<file path="config.mk">
export PLATFORM = sky130hd
export DESIGN_NAME = bus_cycle_sequencer
export DESIGN_NICKNAME = d
export VERILOG_FILES = /design/src/rtl/bus_cycle_sequencer.sv
export SDC_FILE = /design/constraint.sdc
export NUM_CORES = 1
export LEC_CHECK = 0
export CORE_MARGIN = 8
export CORE_UTILIZATION = 53
export DETAILED_ROUTE_END_ITERATION = 7
export PLACE_DENSITY = 0.81
export SLEW_MARGIN = 10
export SYNTH_ARGS = -nofsm -noshare
export SYNTH_HDL_FRONTEND = slang
export SYNTH_SLANG_ARGS = --single-unit
export TNS_END_PERCENT = 1
</file>
<file path="constraint.sdc">
create_clock -name clk25 -period 3.85 [get_ports clk25]
set_input_delay 0.9625 -clock clk25 [delete_from_list [all_inputs] [get_ports clk25]]
set_output_delay 0.9625 -clock clk25 [all_outputs]
set_load 0.03 [all_outputs]
</file>
<file path="src/rtl/bus_cycle_sequencer.sv">
// bus_cycle_sequencer: turns asynchronous 6502-style bus cycles into single-clock register-file strobes
module bus_cycle_sequencer #(
    parameter int SYNC_STAGES = 2,
    parameter int TIMEOUT     = 31,
    parameter int ADDR_W      = 3
) (
    input  logic              clk25,
    input  logic              bus_res_n,
    input  logic              bus_phy2,
    input  logic              bus_cs_n,
    input  logic              bus_rw_n,
    input  logic [ADDR_W-1:0] bus_a,
    input  logic [7:0]        bus_d_in,
    output logic [7:0]        bus_d_out,
    output logic              bus_d_oe,
    output logic              rd_req,
    output logic [ADDR_W-1:0] rd_addr,
    input  logic [7:0]        rd_data,
    output logic              rd_done,
    output logic              wr_strobe,
    output logic [7:0]        wr_data,
    output logic              timeout
);
    localparam int SW = ADDR_W + 11;
    localparam int CW = $clog2(TIMEOUT + 1);
    localparam logic [SW-1:0] SYNC_RST = {1'b0, 1'b1, {(ADDR_W + 9){1'b0}}};

    typedef enum logic [1:0] {IDLE, RD_FETCH, RD_DRIVE, WR_WAIT} state_t;

    state_t state, state_n;
    logic [SW-1:0] sync_q [SYNC_STAGES];
    logic [SYNC_STAGES-1:0] warm;
    logic phy2_s, cs_n_s, rw_n_s, phy2_q, armed, rise, fall, to_hit;
    logic fetched, fetched_n;
    logic [ADDR_W-1:0] a_s, rd_addr_n;
    logic [7:0] d_s, bus_d_out_n, wr_data_n;
    logic [CW-1:0] cnt, cnt_n;
    logic rd_req_n, rd_done_n, wr_strobe_n, timeout_n;

    assign {phy2_s, cs_n_s, rw_n_s, a_s, d_s} = sync_q[SYNC_STAGES-1];
    assign rise = phy2_s & ~phy2_q & armed;
    assign fall = ~phy2_s & phy2_q;
    assign to_hit = (state != IDLE) & phy2_s & (cnt == CW'(TIMEOUT - 1));
    assign bus_d_oe = (state == RD_DRIVE) & bus_phy2 & ~bus_cs_n & bus_rw_n;

    // Delay every bus pin through the same synchroniser depth; warm marks when the chain output is trustworthy
    always_ff @(posedge clk25 or negedge bus_res_n) begin
        if (!bus_res_n) begin
            for (int i = 0; i < SYNC_STAGES; i++) sync_q[i] <= SYNC_RST;
            warm <= '0;
        end else begin
            sync_q[0] <= {bus_phy2, bus_cs_n, bus_rw_n, bus_a, bus_d_in};
            for (int i = 1; i < SYNC_STAGES; i++) sync_q[i] <= sync_q[i-1];
            warm <= SYNC_STAGES'({warm, 1'b1});
        end
    end

    // Edge history; a cycle already in progress when reset lifts is ignored until PHY2 is seen low
    always_ff @(posedge clk25 or negedge bus_res_n) begin
        if (!bus_res_n) begin
            phy2_q <= 1'b0;
            armed  <= 1'b0;
        end else begin
            phy2_q <= phy2_s;
            armed  <= armed | (warm[SYNC_STAGES-1] & ~phy2_s);
        end
    end

    // Sequencer state, held access data and registered one-clock strobes
    always_ff @(posedge clk25 or negedge bus_res_n) begin
        if (!bus_res_n) begin
            state     <= IDLE;
            fetched   <= 1'b0;
            cnt       <= '0;
            rd_addr   <= '0;
            bus_d_out <= '0;
            wr_data   <= '0;
            rd_req    <= 1'b0;
            rd_done   <= 1'b0;
            wr_strobe <= 1'b0;
            timeout   <= 1'b0;
        end else begin
            state     <= state_n;
            fetched   <= fetched_n;
            cnt       <= cnt_n;
            rd_addr   <= rd_addr_n;
            bus_d_out <= bus_d_out_n;
            wr_data   <= wr_data_n;
            rd_req    <= rd_req_n;
            rd_done   <= rd_done_n;
            wr_strobe <= wr_strobe_n;
            timeout   <= timeout_n;
        end
    end

    // Next state: a rise always starts a fresh access, then timeout abort, then normal per-state progress
    always_comb begin
        state_n     = state;
        fetched_n   = 1'b0;
        cnt_n       = cnt;
        rd_addr_n   = rd_addr;
        bus_d_out_n = bus_d_out;
        wr_data_n   = wr_data;
        rd_req_n    = 1'b0;
        rd_done_n   = 1'b0;
        wr_strobe_n = 1'b0;
        timeout_n   = 1'b0;
        if (rise) begin
            cnt_n     = '0;
            state_n   = cs_n_s ? IDLE : (rw_n_s ? RD_FETCH : WR_WAIT);
            rd_addr_n = cs_n_s ? rd_addr : a_s;
            rd_req_n  = ~cs_n_s & rw_n_s;
        end else if (to_hit) begin
            state_n   = IDLE;
            timeout_n = 1'b1;
            cnt_n     = CW'(TIMEOUT);
        end else begin
            cnt_n       = (state != IDLE && phy2_s && cnt != CW'(TIMEOUT)) ? cnt + CW'(1) : cnt;
            fetched_n   = (state == RD_FETCH) & ~fetched;
            bus_d_out_n = (state == RD_FETCH && fetched) ? rd_data : bus_d_out;
            wr_data_n   = (state == WR_WAIT && phy2_s) ? d_s : wr_data;
            rd_done_n   = (state == RD_DRIVE) & fall;
            wr_strobe_n = (state == WR_WAIT) & fall;
            state_n     = (state == RD_FETCH && fetched) ? RD_DRIVE :
                          (rd_done_n || wr_strobe_n) ? IDLE : state;
        end
    end
endmodule

</file>
# After elaboration in Yosys (flattened, before gate mapping)
# Index checks and enable logic that the tools add are counted.
dict set report op_classes {
  addsub 1
  n_eq_ne 5
  n_mux 18
  n_bitwise 21
  n_reduce_logical 11
}
# cell count
set op_table {}
lappend op_table {{$mux W5} 3}
lappend op_table {{$and A1 B1 Y1} 13}
lappend op_table {{$mux W2} 6}
lappend op_table {{$mux W1} 9}
lappend op_table {{$not A1 Y1} 7}
lappend op_table {{$reduce_and A3 Y1} 2}
lappend op_table {{$add A5 B1 Y5 const B} 1}
lappend op_table {{$eq A5 B5 Y1 const B} 1}
lappend op_table {{$ne A5 B5 Y1 const B} 1}
lappend op_table {{$eq A2 B2 Y1 const B} 2}
lappend op_table {{$logic_and A1 B1 Y1} 4}
lappend op_table {{$reduce_bool A4 Y1} 1}
lappend op_table {{$reduce_bool A3 Y1} 1}
lappend op_table {{$eq A2 B1 Y1 const B} 1}
lappend op_table {{$reduce_and A2 Y1} 1}
lappend op_table {{$reduce_bool A2 Y1} 1}
lappend op_table {{$logic_or A1 B1 Y1} 1}
lappend op_table {{$or A1 B1 Y1} 1}
dict set report totals {
  regBits 63
  input_bits 24
  wordCells 71
}

# Longest topological paths before layout
# Gate-level depths: netlist of the first run.
dict set report logic_depth {
  word_depth 8
  mapped_depth 7
  depth_no_buf 6
}

# Worst setup path after synthesis of the first run
# OpenSTA, ideal clock, no wires.
dict set report synth_timing {
  kind {input-to-output}
  start {input bus_rw_n}
  end {output bus_d_oe}
  arrival_ns 2.025
  t_required_ns 2.888
  slack_ns 0.862
  stages 2
  path_buffers 0
  path_cell_list {nand2_1 > nor4b_1}
}
dict set report synth_via {
  elab_chain_len 1
}
# item line_no
set synth_rtl {}
lappend synth_rtl {{start: declaration} 11} ;# input logic bus_rw_n,
lappend synth_rtl {{$and A1 B1 Y1} 44} ;# assign bus_d_oe = (state == RD_DRIVE) & bus_phy2 & ~bus_cs_n & bus_rw_n;
lappend synth_rtl {{end: declaration} 15} ;# output logic bus_d_oe,
# No other way between the ends.

# Worst setup path after layout of the first run
dict set report layout_timing {
  start {input bus_phy2}
  end {output bus_d_oe}
}
dict set report layout_via {
  elab_chain_len 3
}
# item line_no
set layout_rtl {}
lappend layout_rtl {{start: declaration} 9} ;# input logic bus_phy2,
lappend layout_rtl {{$and A1 B1 Y1 (3 in series)} 44}
# No other way between the ends.

==> results.txt, run 1 <==
* Post-route DRC: 0
- Fraction of synthesized cell area taken by the top area cell type: 68.4%
* Die area: 6540 µm²
- Share of post-route cells with drive strength above 1: 18.7%
* Number of enable-type register cells in the synthesized netlist: 0
- Period minus WS final: 3.50 ns
- Routability-driven placement finished with a final weighted congestion of 0.816.
* Critical Path Slowest Stage Cell: sky130_fd_sc_hd__clkdlybuf4s50_1
* WS Path Type: in2out
- Switch Pwr: 0.615 mW
- In the routed layout, each cell is associated on average with a via count of about 5.2.
- Clock-pin slew was measured on the worst setup and hold paths at approximately 0.060 ns.
- The first global-routing pass estimated between 7000 and 8000 µm of wire.
- The synthesized netlist contains between 40 and 50 unique library cells.
- The worst hold path passes through 0 cells.
- Broken down by cell family, the worst path's largest delay share belongs to buffers and inverters.
* Worst-skew pair later-pin latency: roughly 0.33 ns
- Summed instance area of the synthesized netlist: approximately 2200 µm²
- Placement row count: 23
- Port buffering added 47 buffers.
- Along the worst path, the maximum fanout reaches 2.
- Data on the critical path is required at its endpoint by 2.89 ns.
- Clock tree synthesis inserted a total of 9 buffers.
* Root buf cell: sky130_fd_sc_hd__clkbuf_8
* Critical path's most frequent cell: sky130_fd_sc_hd__clkdlybuf4s50_1
- The core region is 4030 µm².
* Total track usage: between 10% and 20%
- The floorplan step set the die height to 80.9 µm.
- Number of non-filler instances in the completed layout: 253
* Ordered list of cells on the worst path: clkdlybuf4s50_1 > nand2_1 > nor4b_1 > clkdlybuf4s50_1
- Hold repair after CTS inserted 0 buffers.
- Growth of design area from synthesis to finish: 31.1%
* Most used flip-flop cell after synthesis: sky130_fd_sc_hd__dfrtp_1
- Combinational logic is responsible for 29.2% of the overall power.
- Clock tree from TritonCTS: done
- Worst path buffer plus inverter count: 2
- Data arrival, critical path: 2.54 ns
- On the worst path, the slowest cell contributes a delay of between 0.7 and 0.8 ns.
- The via count of the first global-routing pass was 1,483.
- Initial detailed-routing violation count: 36
- The total overflow left after global routing is 0.
- For this block, the via count after detailed routing is 1,314.
* Clock H-tree levels: 3
- Cell with the most instances after synthesis: sky130_fd_sc_hd__dfrtp_1
- Dividing the synthesized area by the synthesized cell count gives 15.5 µm².
- Across the routed clock network, the largest skew measured is 0.00528 ns.
* Status: finished clean
- Total Neg Setup Slack: 0 ns
- Setup Slack @ Placement: 0.326 ns
* Setup violation total in the final timing report: 0
- Clock share of power: 27.3%
* Top achievable clock speed: 286 MHz
* Post-CTS setup buffer count: 0
- The internal portion of the total power is 1.39 mW.
* Top cells by area in the synthesized netlist: sky130_fd_sc_hd__dfrtp_1 68%, sky130_fd_sc_hd__mux2_2 5.5%, sky130_fd_sc_hd__mux2_4 5.4%
- The commonest cells after synthesis are 61 x sky130_fd_sc_hd__dfrtp_1, 11 x sky130_fd_sc_hd__mux2_2, 8 x sky130_fd_sc_hd__mux2_4.
- CTS saw 63 sinks.
- STA classifies the critical path endpoint as a primary output.
* Total Nets Final: ~230
- In this run the number of cells on the critical path is 4.
* Detailed-placement wirelength estimate: 3160 µm
- The largest total area in the synthesized netlist belongs to sky130_fd_sc_hd__dfrtp_1.
- Setup repair after global routing left no endpoint under its margin.
- Kind of path behind the tightest hold check: reg2reg
* Number of pins exceeding their max-slew limit in the final report: 0
* Period utilization: 90.9%
- For this block, the routed nets add up to 4350 µm of wire.
- The worst register-to-register path has a depth of 5.
- Length of the first detailed-routing pass in iterations: 4
- 48 I/O pins were placed.
- Initial core utilization: 55.4%
- Share of total power consumed by net switching: a little over 30%
* Worst hold slack after final layout: 0.348 ns
* Max-slew headroom at the worst pin: between 40% and 50%
- The share of the Yosys chip area taken by registers is 70.7%.
- The number of antenna diodes in the final layout is 0.
- For this run, the number of Yosys warnings is 0.
* Die width: 80.9 µm
- In the synthesized netlist the async set-or-reset flop fraction comes to between 90% and 100%.
- Post-CTS repair changed the size of 0 cells.
* Antenna violations before repair: 0
- Remaining number of nets flagged by the antenna check after routing: 0
- After layout, the worst setup slack is 0.350 ns.
- The worst setup path is launched from an input port.
- Maximum number of pins on one net before global-route repair: 36
- Counting flops and latches in the post-synthesis netlist gives 63.
* Placed cells: 237
- Final hold violation count: 0
- IR analysis of the VDD net gives a maximum drop of 0.501 mV.
- Mapped Cells: about 140
- At the pin with the least slew margin, the transition time is 0.758 ns.
- The number of nets handed over by synthesis was 171.
* PwrDens: 685 nW/µm²
- Max cap viols: 0
- WL per Instance: 17.2 µm
- No sink is reached through more buffers than the 2 on the longest clock path.
- Share of total power in sequential cells: ~43%
- Total leakage power: 1.31 nW
-- per-stage QoR --
stage          util [%]  total power, mW  instance area (µm²)
2_1_floorplan         -             1.21                 2230
5_1_grt            72.6             2.11                 2930
3_3_place_gp       67.9             1.45                 2730
3_5_place_dp       67.9             1.47                 2730
4_1_cts            72.6             2.03                 2930
6_report           72.6             2.00                 2930
-- final timing paths --
check,startpoint,end,slack (ns)
setup / recovery,bus_phy2,bus_d_oe,0.35
hold / removal,sync_q[25],rw_n_s,0.35
setup reg to reg,cnt[0],bus_d_out[1],1.74
hold reg to reg,sync_q[25],rw_n_s,0.35
max in group asynchronous,bus_res_n,sync_q[19],2.31
min in group asynchronous,bus_res_n,a_s[2],0.70
-- sequential cells by signal, summed over array words and instances (netlist names) --
name and count:
a_s 3, rd_addr 3, rd_done 1, d_s 8, cs_n_s 1, bus_d_out 8
state 2, cnt 5, sync_q 14, phy2_s 1, wr_data 8, armed 1
warm 2, phy2_q 1, wr_strobe 1, rd_req 1, fetched 1, rw_n_s 1
timeout 1
-- worst reg2reg max path, stage by stage (launching register included) --
cell	delay (ns)
sky130_fd_sc_hd__dfrtp_1	0.37
sky130_fd_sc_hd__inv_1	0.08
sky130_fd_sc_hd__ha_1	0.21
sky130_fd_sc_hd__and4_1	0.29
sky130_fd_sc_hd__a211oi_2	0.64
sky130_fd_sc_hd__mux2_2	0.42
-- layout make-up --
class | instances | area [µm²]
sequential | 63 | 1580
fill | 267 | 1100
multi-input combinational | 70 | 597
timing repair buffer | 48 | 473
clock buffer | 13 | 149
tap | 50 | 62.6
clock inverter | 3 | 42.5
inverter | 6 | 22.5
-- cell usage in the layout, fill, tap and decap left out, types with 2 or more instances in the layout --
master                            synthesis  final
sky130_fd_sc_hd__o22ai_1                  2      2
sky130_fd_sc_hd__nor3_1                   3      3
sky130_fd_sc_hd__clkbuf_8                 0     10
sky130_fd_sc_hd__a21oi_1                  3      3
sky130_fd_sc_hd__nand2_1                  3      3
sky130_fd_sc_hd__o21ai_0                  2      2
sky130_fd_sc_hd__nand3b_1                 3      3
sky130_fd_sc_hd__mux2_2                  11     11
sky130_fd_sc_hd__inv_1                    6      6
sky130_fd_sc_hd__ha_1                     3      3
sky130_fd_sc_hd__dfstp_2                  2      2
sky130_fd_sc_hd__dfrtp_1                 61     61
sky130_fd_sc_hd__mux2_4                   8      8
sky130_fd_sc_hd__clkbuf_1                 3      3
sky130_fd_sc_hd__clkdlybuf4s50_1          0     46
sky130_fd_sc_hd__nor2_1                   4      4
sky130_fd_sc_hd__nor4_1                   2      2
sky130_fd_sc_hd__and2_1                   2      2
-- routing by layer --
layer	GRT usage, %	wire, µm	up-vias
met5	0	0	-
met1	15.8	1720	639
met3	6.40	338	11
met2	23.6	2150	52
met4	10.7	136	0
li1	-	-	612
-- power by group through the flow --
| stage | sequential (mW) | clock (mW) | combinational (mW) |
|---|---|---|---|
| 2_1_floorplan | 1.04 | 0 | 0.171 |
| 3_3_place_gp | 0.868 | 0 | 0.577 |
| 3_5_place_dp | 0.883 | 0 | 0.591 |
| 4_1_cts | 0.871 | 0.566 | 0.595 |
| 5_1_grt | 0.890 | 0.597 | 0.623 |
| 6_report | 0.871 | 0.548 | 0.586 |
-- kinds of logic (layout without fill, tap and decap cells) --
logic type	Yosys count	count (layout)	share of synthesized area (%)
buffers and inverters	11	70	2.52
and+or+nand+nor	27	27	7.51
adders and majority gates	3	3	1.68
muxes	20	20	11.4
DFF	63	63	70.7
AOI/OAI and AO/OA	19	19	6.00
other	1	1	0.168
Note: power is estimated with default switching activity, not from simulation.
==> run 2, diff against run 1 <==
Settings changed: CAP_MARGIN from default to 20, CORE_UTILIZATION 53 to 56, CTS_BUF_LIST from default to sky130_fd_sc_hd__clkbuf_8, PLACE_DENSITY 0.81 to 0.85.
==> run 2 against run 1 <==
Combinational power increased by 2%. Hold slack about the same. Routed wire length up 6.3%. Total power is 4.3% higher. Clock power is 14% higher. Worst setup slack improved by 0.090 ns.
==> results.txt, run 2 (synthesized netlist as in run 1, its figures left out) <==
- Worst path buffer plus inverter count: 2 (unchanged)
* Aggregate global routing overflow: 0 (unchanged)
- Detailed-placement wirelength estimate: 3170 µm (was 3160 µm)
- Die width: 79.1 µm (was 80.9 µm)
- Status: finished clean (unchanged).
- Leading cell types in the layout, fill and taps excluded: 61 x sky130_fd_sc_hd__dfrtp_1, 46 x sky130_fd_sc_hd__clkdlybuf4s50_1, 11 x sky130_fd_sc_hd__mux2_2 (unchanged).
- R2R Path Start: cnt[0] (unchanged)
- The via count of the first global-routing pass is 1,493 (was 1,483).
- The largest fanout on the critical path was 2 (unchanged).
- The number of antenna-violating nets in the routed design came to 0 (unchanged).
- Clock transition at the registers of the reported paths: 0.07 ns (was 0.06 ns)
- Number of logic stages on the critical path including buffering: 4 (unchanged)
- The net switching power of the design was 0.637 mW (was 0.615 mW).
- Antenna violations before repair: 0 (unchanged)
- Post-place instance area: 2730 µm² (unchanged)
- Worst supply voltage drop on vdd: 0.454 mV (was 0.501 mV)
- Max cap viols: 0 (unchanged)
- GPL Wtd Cong: 0.737 (was 0.816)
- The largest clock skew in the final design came to 0.00540 ns (was 0.00528 ns).
- The total negative slack was 0 ns (unchanged).
- Data arrival, critical path: 2.45 ns (was 2.54 ns)
* Initial core utilization: 57.0% (was 55.4%)
* Ports: 48 (unchanged)
* First-pass GRT wire length: 7410 µm (was 7190 µm)
- The startpoint class of the critical path is an input port (unchanged).
* WL per Instance: 18.3 µm (was 17.2 µm)
* WS Path Type: in2out (unchanged)
- Worst EP required: 2.89 ns (about the same)
* Via count: 1,381 (was 1,314)
- Total of buffers placed on input and output ports: 47 (unchanged)
- The clock insertion delay at the later pin of the skew report is 0.33 ns (about the same).
* Placement row count: 23 (unchanged)
- Ordered list of cells on the worst path: clkdlybuf4s50_1 > nand2_1 > nor4b_1 > clkdlybuf4s50_1 (unchanged).
- The number of post-CTS setup repair buffers is 0 (unchanged).
- CTS resizes: 0 (unchanged)
* Share of post-route cells with drive strength above 1: 19.7% (was 18.7%)
* Combinational group share of total power: 28.5% (was 29.2%)
* Startpoint of the most critical setup path: bus_phy2 (unchanged)
- Top delay family on crit path: buffers and inverters (unchanged)
- Final WL: 4620 µm (was 4350 µm)
- Number of hold buffers added after CTS: 0 (unchanged)
- The flop-to-flop setup slack is 1.66 ns (was 1.74 ns).
* Clock share of power: 29.8% (was 27.3%)
- The path category of the worst min-delay check is reg2reg (unchanged).
- The sort of element at the end of the critical path was a primary output (unchanged).
- The capture point of the worst path was bus_d_oe (unchanged).
- The number of DRC violations after detailed routing is 0 (unchanged).
* Period utilization: 88.6% (was 90.9%)
* Number of pins exceeding their max-slew limit in the final report: 0 (unchanged)
* Capture point of the worst reg-to-reg path: bus_d_out[0] (was bus_d_out[1])
- The CTS buffer count is 9 (unchanged).
- The final-report setup violation count was 0 (unchanged).
- The power density relative to cell area was 707 nW/µm² (was 685 nW/µm²).
- Setup repair after global routing missed its margin: no (unchanged)
* Number of diodes added for antenna fixing: 0 (unchanged)
* Num Clock Sinks: 63 (unchanged)
- Total track usage: 16.1% (was 14.9%)
- Growth of design area from synthesis to finish: 32.5% (was 31.1%)
- The register with the highest flop count is sync_q (unchanged).
- Max-slew headroom at the worst pin: 44.4% (was 49.5%)
- The clock period minus worst slack came to 3.41 ns (was 3.50 ns).
- The library cell contributing the largest single delay on the critical path is sky130_fd_sc_hd__clkdlybuf4s50_1 (unchanged).
- Critical path's most frequent cell: sky130_fd_sc_hd__clkdlybuf4s50_1 (unchanged)
- Peak per-stage delay on the critical path: 0.73 ns (was 0.75 ns)
- The maximum level of the CTS H-tree came to 3 (unchanged).
* Slew of the pin with the lowest slew margin: 0.834 ns (was 0.758 ns)
- The number of nets in the final layout came to 225 (unchanged).
- The clock root buffer master was sky130_fd_sc_hd__clkbuf_8 (unchanged).
- Maximum number of pins on one net before global-route repair: 41 (was 36)
- The part of the power in registers was 41.8% (was 43.4%).
- Top achievable clock speed: 293 MHz (was 286 MHz)
- The vertical extent of the die came to 79.1 µm (was 80.9 µm).
* Int Power: 1.45 mW (was 1.39 mW)
- Final hold violation count: 0 (unchanged)
- Commonest non-fill, non-tap cell in the layout: sky130_fd_sc_hd__dfrtp_1 (unchanged)
* Worst reg2reg path depth: 5 (unchanged)
- Initial detailed-routing violation count: 123 (was 36)
* Clock tree from TritonCTS: done (unchanged)
* Area of all placed cells without fillers: 2960 µm² (was 2930 µm²)
* Total leakage power: 1.33 nW (was 1.31 nW)
* Maximum root-to-sink buffer count: 2 (unchanged)
* Core ar.: 3910 µm² (was 4030 µm²)
- The area of the die is 6260 µm² (was 6540 µm²).
- Flip-flop count of the largest register, all copies and words added: 14 (unchanged)
- Length of the first detailed-routing pass in iterations: 4 (unchanged)
- The switching portion of total power came to 30.5% (was 30.7%).
- The number of vias per cell after detailed routing came to 5.46 (was 5.19).
-- run 2: cell types whose count changed in the layout (fill, tap and decap cells not counted) --
cell                        delta
sky130_fd_sc_hd__bufinv_16     +1
sky130_fd_sc_hd__clkbuf_1      -3
sky130_fd_sc_hd__clkinv_4      +1
sky130_fd_sc_hd__inv_1         +1
-- run 2: through the flow --
stage / hold WS, ns / cells / total power [mW] / utilization [%] / worst slack (ns)
final: 0.348 / 253 / 2.09 / 75.5 / 0.440
after floorplan: 0.331 / 144 / 1.21 / - / 0.862
after global placement: 0.331 / 237 / 1.45 / 69.9 / 0.447
after detailed placement: 0.335 / 237 / 1.48 / 69.9 / 0.441
after CTS: 0.350 / 253 / 2.12 / 75.5 / 0.415
after global routing: 0.354 / 253 / 2.19 / 75.5 / 0.326
-- run 2: per-layer routing --
metal / wire, µm / GRT usage, %
met1: 1670 / 16.5
met2: 2480 / 26.7
met3: 330 / 6.32
met4: 141 / 10.6
met5: 0 / 0
-- run 2: worst min-delay path by stage --
stage | from | to | cells past startpoint
after global routing | sync_q[21] | d_s[7] | 0
after global placement | sync_q[20] | d_s[6] | 0
after CTS | sync_q[17] | d_s[3] | 0
after detailed placement | sync_q[21] | d_s[7] | 0
final | sync_q[16] | d_s[2] | 0
after floorplan | sync_q[22] | a_s[0] | 0
-- run 2: power groups by stage --
stage	logic, mW	clock network, mW	registers [mW]
after floorplan	0.171	0	1.04
after global placement	0.577	0	0.868
after detailed placement	0.597	0	0.882
after CTS	0.604	0.636	0.874
after global routing	0.631	0.666	0.890
final	0.595	0.622	0.873
-- run 2: final cells by class --
| cell class | instances | area, µm² |
|---|---|---|
| flip-flops and latches | 63 | 1580 |
| fillers | 244 | 957 |
| multi-input cells | 70 | 597 |
| repair buffers | 48 | 473 |
| clock buffers | 10 | 138 |
| clock inverters | 6 | 85.1 |
| well taps | 50 | 62.6 |
| inverters | 6 | 22.5 |
